`src/rtl/piso_frame_serializer.sv`:
```
// ============================================================================
// Module      : piso_frame_serializer
// Description : Parallel-in serial-out word serializer that drives a downstream
//               shift register (d_out / en_out) with a one-cycle done gap.
//               Optional even-parity trailer bit when PISO_PARITY_EN is defined.
// Revision    : 1.0 - initial release
// ============================================================================
`default_nettype none

module piso_frame_serializer #(
  parameter int MSB = 16
) (
  input  logic           clk,
  input  logic           rst,
  input  logic [MSB-1:0] din,
  input  logic           din_valid,
  output logic           din_ready,
  input  logic           dir,
  output logic           d_out,
  output logic           en_out,
  output logic           busy,
  output logic           done
);

`ifdef PISO_PARITY_EN
  localparam int c_NBITS = MSB + 1;
`else
  localparam int c_NBITS = MSB;
`endif
  localparam int                 c_CNT_W = $clog2(MSB + 2);
  localparam logic [c_CNT_W-1:0] c_LAST  = c_CNT_W'(c_NBITS - 1);

  typedef enum logic [1:0] {
    S_IDLE  = 2'd0,
    S_SHIFT = 2'd1,
    S_DONE  = 2'd2
  } state_t;

  state_t             r_state;
  state_t             w_next;
  logic [MSB-1:0]     r_buf;
  logic               r_dir;
  logic [c_CNT_W-1:0] r_cnt;
  logic               w_xfer;
  logic               w_last;
  logic               w_bit;

  // Ready is a pure function of state so it never loops back through din_valid.
  assign w_xfer = din_valid && (r_state != S_SHIFT);
  assign w_last = (r_cnt == c_LAST);

`ifdef PISO_PARITY_EN
  localparam logic [c_CNT_W-1:0] c_PAR_IDX = c_CNT_W'(MSB);
  logic r_par;

  assign w_bit = (r_cnt == c_PAR_IDX) ? r_par : (r_dir ? r_buf[0] : r_buf[MSB-1]);

  always_ff @(posedge clk) begin
    if (rst) begin
      r_par <= 1'b0;
    end else if (w_xfer) begin
      r_par <= ^din;
    end
  end
`else
  assign w_bit = r_dir ? r_buf[0] : r_buf[MSB-1];
`endif

  always_ff @(posedge clk) begin
    if (rst) begin
      r_state <= S_IDLE;
    end else begin
      r_state <= w_next;
    end
  end

  always_comb begin
    w_next    = r_state;
    din_ready = 1'b1;
    en_out    = 1'b0;
    busy      = 1'b0;
    done      = 1'b0;
    d_out     = 1'b0;
    case (r_state)
      S_IDLE: begin
        if (w_xfer) w_next = S_SHIFT;
      end
      S_SHIFT: begin
        din_ready = 1'b0;
        en_out    = 1'b1;
        busy      = 1'b1;
        d_out     = w_bit;
        if (w_last) w_next = S_DONE;
      end
      S_DONE: begin
        done   = 1'b1;
        w_next = w_xfer ? S_SHIFT : S_IDLE;
      end
      default: begin
        w_next = S_IDLE;
      end
    endcase
  end

  // The emitted bit always sits at the end selected by the captured order flag.
  always_ff @(posedge clk) begin
    if (rst) begin
      r_buf <= '0;
      r_dir <= 1'b0;
      r_cnt <= '0;
    end else if (w_xfer) begin
      r_buf <= din;
      r_dir <= dir;
      r_cnt <= '0;
    end else if (r_state == S_SHIFT) begin
      r_cnt <= r_cnt + 1'b1;
      r_buf <= r_dir ? (r_buf >> 1) : (r_buf << 1);
    end
  end

endmodule

`default_nettype wire

```
`config.mk`:
```
export PLATFORM = sky130hd
export DESIGN_NAME = piso_frame_serializer
export DESIGN_NICKNAME = d
export VERILOG_FILES = /design/src/rtl/piso_frame_serializer.sv
export SDC_FILE = /design/constraint.sdc
export NUM_CORES = 1
export LEC_CHECK = 0
export BUFFER_PORTS_ARGS = -buffer_cell sky130_fd_sc_hd__buf_2
export CELL_PAD_IN_SITES_DETAIL_PLACEMENT = 0
export CELL_PAD_IN_SITES_GLOBAL_PLACEMENT = 1
export CORE_MARGIN = 4
export CORE_UTILIZATION = 41
export CTS_CLUSTER_SIZE = 30
export DETAILED_ROUTE_END_ITERATION = 8
export GPL_TIMING_DRIVEN = 0
export MAX_ROUTING_LAYER = met4
export PLACE_DENSITY_LB_ADDON = 0.1
export SLEW_MARGIN = 30
export SYNTH_ARGS = -nofsm -noshare
export SYNTH_HDL_FRONTEND = slang
export SYNTH_SLANG_ARGS = --single-unit
```
`constraint.sdc`:
```
create_clock -name clk -period 1.7 [get_ports clk]
set_input_delay 0.085 -clock clk [delete_from_list [all_inputs] [get_ports clk]]
set_output_delay 0.085 -clock clk [all_outputs]
set_load 0.02 [all_outputs]
```
* Word level (Yosys, flattened, before mapping)
Cells that the tools add are included.
Word-level totals: register bits 24, output and inout port bits 5, word-level logic and storage cells 28
Cells by class: $add $sub $neg 1, equality and inequality tests 6, multiplexer cells 12, reduce and logical (&&, ||, !) cells 5
Operators with widths (count):
- 2-to-1 mux 16 bit | 3
- 2-to-1 mux 1 bit | 6
- case mux 2 bit (3 select lines) | 1
- adder 5 x 1 -> 5 bit (second input constant) | 1
- equality test 5 x 4 -> 1 bit (second input constant) | 1
- 2-to-1 mux 2 bit | 2
- != test 2 bit (second input constant) | 2
- equality test 2 x 1 -> 1 bit (second input constant) | 1
- equality test 2 bit (second input constant) | 1
- zero test 2 bit | 1
- != test 2 x 1 -> 1 bit (second input constant) | 1
- AND reduction 2 bit | 1
- nonzero test 2 bit | 1
- OR reduction 2 bit | 1
- logical AND 1 bit | 1

* Logic depth before layout (Yosys ltp)
depth after elaboration 4, mapped depth 5, gate-level depth less buffers 5

* Worst setup path before layout
OpenSTA, ideal clock, no wires.
kind reg2reg, start point reg r_cnt[0], end point reg r_cnt[4], arrival 1174 ps, path slack 455 ps, stages on the path, launching flop included 6, path buffers 0, clock period less this slack 1245 ps, cell sequence dfxtp_1 -> ha_1 -> and3_1 -> ha_1 -> nand2b_1 -> a21oi_1
On the way: cells in the longest elaborated chain, start to end 1
RTL lines:
- start: declaration | RTL line 43 | logic [c_CNT_W-1:0] r_cnt;
- start signal: assignment | RTL line 116 | r_cnt <= r_cnt + 1'b1;
- adder 5 x 1 -> 5 bit | RTL line 116
No other way between the ends. A chain may end at the register's enable or synchronous reset.

* Worst setup path in the final report
start point reg r_dir, end point out d_out
On the way: cells in the longest elaborated chain, start to end 2
RTL lines:
- start: declaration | RTL line 42 | logic r_dir;
- start signal: assignment | RTL line 113 | r_dir <= dir;
- 2-to-1 mux 1 bit | RTL line 66 | assign w_bit = r_dir ? r_buf[0] : r_buf[MSB-1];
- 2-to-1 mux 1 bit | RTL line 84 | case (r_state)
- end: declaration | RTL line 19 | output logic d_out,
No other way between the ends.

==> summary.md <==
| Metric | Value |
|---|---|
| Status | `finished, final reports clean` |
| Placer Congestion | `about 0.76` |
| Detail-routed via count per cell | `between 5 and 6` |
| CTS Buf Count | `3` |
| Total die area | `4073 um2` |
| Tcrit/Tclk final | `0.9360` |
| Total Routing Usage GR | `0.1564` |
| Vias in the first global route | `~1100` |
| Unrepaired setup endpoints after global routing | `false` |
| Met2 Usage GRT | `0.2516` |
| DRT iter0 DRCs | `52` |
| Clock power share | `0.253` |
| Core footprint | `2877 um2` |
| Clock skew after layout | `a little over 8 ps` |
| Setup ws final | `around 110 ps` |
| Row count | `19` |
| Diode count | `0` |
| Actual slew at the worst max-slew pin | `between 500 and 600 ps` |
| Antenna Violating Nets Remaining | `0` |
| Seq/Total Area, Yosys | `0.3761` |
| Synth top area share | `0.3761` |
| Clock Latency Late Sink | `approximately 310 ps` |
| Max-slew violation count | `0` |
| Kind of critical path | `flop to output pin` |
| CP endpoint kind | `output pin` |
| Sequential power share | `0.538` |
| Post-DP HPWL | `~2100 um` |
| Pre-CTS setup slack | `approximately 340 ps` |
| Final setup fails | `0` |
| CTS tree | `yes` |
| YS warnings | `0` |
| Top post-synthesis cells by area | `dfxtp_1 38%, a211oi_1 16%, mux2i_1 12%` |
| Vias post-DR | `1089` |
| Slew HR | `0.6502` |
| Number of port buffers | `23` |
| Sink Count | `24` |
| Static leakage | `approximately 0.61 nW` |
| Worst VDD drop | `0.0004885 V` |
| Most numerous cell in the Yosys netlist | `a211oi_1` |
| First-pass GRT wire length | `about 5100 um` |
| Setup TNS | `0 ps` |
| CP arrival | `1510 ps` |
| Total gr overflow | `0` |
| Synth Area per Inst | `9.533 um2` |
| Worst-path fanout max | `10` |
| Die height | `between 60 and 70 um` |
| H-tree depth | `1` |
| Power per cell area | `794.8 nW/um2` |
| M3 GR Usage | `0.03853` |
| Nets | `around 190` |
| Met1 usage | `0.1985` |
| Post-CTS resize count | `0` |
| Psw | `0.3296 mW` |
| Sw frac | `0.2780` |
| Seq cells post-synth | `24` |
| Most used DFF post-synth | `dfxtp_1` |
| Synth top cells by count | `28 x a211oi_1, 24 x dfxtp_1, 15 x mux2i_1, 15 x nor2b_1, 8 x nand3_1` |
| Final Hold Fails | `0` |
| Mapped Nets | `156` |
| P_int | `around 0.86 mW` |
| Pin count of the biggest net entering global routing | `14` |
| Busiest grt layer | `met2` |
| Area Growth Syn to Fin | `16.75%` |
| Worst-path clk slew | `about 120 ps` |
| Layout cells sized above 1 | `0.2531` |
| Period minus WS final | `1591 ps` |
| Mapped Area | `~1300 um2` |
| Worst path required time | `around 1600 ps` |
| Netlist cell types | `26` |
| Initial core utilization | `0.4441` |
| DR DRC count | `0` |
| Ys async rst share | `0` |
| Synth Instances | `~130` |
| Combinational share of power | `0.209` |
| Clock root cell | `clkbuf_4` |
| Chip width | `between 60 and 70 um` |
| Synth area leader | `dfxtp_1` |
| Crit path launch type | `flop` |
| TritonRoute pass-1 iters | `4` |
| Fmax | `about 0.63 GHz` |
| Worst R2R Path Depth | `4` |
| Top-Level Pins | `25` |
| WL final | `slightly below 3000 um` |
| Worst Hold Class | `primary input to flop` |
| Initial antenna violation count | `0` |
| Max cap viols | `0` |
| Clk buf depth | `2` |
| Post-synth EDFFs | `0` |
| Hold Path Depth | `3` |
| Post-DR wirelength/cell | `roughly 14 um` |
==> cell type report <==
cell class / count / area, um2
fill: 269 / 1385
multi-input combinational: 94 / 689.4
sequential: 24 / 480.5
timing repair buffer: 24 / 125.1
buffer: 13 / 96.34
tap: 42 / 52.55
clock buffer: 4 / 36.28
inverter: 3 / 11.26
==> what timing repair did <==
item	CTS	global route
endpoints found under the hold margin	2	0
endpoints found under the setup margin	0	0
buffers inserted	0	0
hold buffers	1	0
==> cells in the final DEF (no fill, tap or decap), drive strengths merged <==
master / n
a31oi: 1
dlygate4sd3: 1
a21oi: 7
nand2b: 3
or3: 1
clkinv: 1
nor2: 2
o22a: 1
a211oi: 29
nand2: 3
ha: 2
nor3b: 1
clkbuf: 7
mux2: 3
nand3b: 1
buf: 33
nor2b: 15
nand3: 8
inv: 2
o21ai: 1
and3: 1
mux2i: 15
dfxtp: 24
==> critical path, cell delays in order (launching register included) <==
cell and delay [ps]:
dfxtp_1 420, buf_4 200, buf_4 190, mux2i_1 190
nor2_1 50, buf_2 150
==> path summary, 6_finish.rpt <==
check / startpoint / endpoint / slack (ps)
setup / recovery: r_dir$_SDFFE_PP0P_ / d_out / 110
hold / removal: dir / r_dir$_SDFFE_PP0P_ / 20
setup reg to reg: r_dir$_SDFFE_PP0P_ / r_buf[7]$_SDFFE_PP0P_ / 340
hold reg to reg: r_cnt[4]$_SDFFE_PP0P_ / r_cnt[4]$_SDFFE_PP0P_ / 480
==> power by group through the flow <==
stage | Combinational (mW) | Clock, mW | Sequential (mW)
after detailed placement | 0.247 | 0 | 0.649
after global placement | 0.244 | 0 | 0.648
final | 0.248 | 0.300 | 0.638
after floorplan | 0.184 | 0 | 0.638
after CTS | 0.251 | 0.317 | 0.637
after global routing | 0.276 | 0.332 | 0.643
==> through the flow <==
stage          cell area, um2  hold WS, ps  power, mW  std cells  utilization
4_1_cts                  1491        15.03      1.205        204       0.5185
3_5_place_dp             1445        352.2     0.8960        199       0.5024
2_1_floorplan            1277        157.8     0.8228        134            -
5_1_grt                  1491        22.41      1.252        204       0.5185
3_3_place_gp             1445        349.0     0.8914        199       0.5024
6_report                 1491        23.14      1.185        204       0.5185
==> cell families after synthesis <==
kind of cell / after synthesis / share of synthesized area
buf+inv: 16 / 0.08423
compound gates: 39 / 0.2174
flops: 24 / 0.3761
fa+ha+maj: 2 / 0.01959
simple gates: 35 / 0.1557
mux: 18 / 0.1469
==> routing by layer <==
layer	vias to the layer above	routed length, um
li1	548	-
met1	518	1370
met2	21	1392
met3	2	109
met4	0	16
met5	-	0
==> state kept, by name, indices dropped and copies added (netlist names) <==
name	flops
r_dir	1
r_cnt	5
r_buf	16
r_state	2
Power figures use the tool's default switching activity.
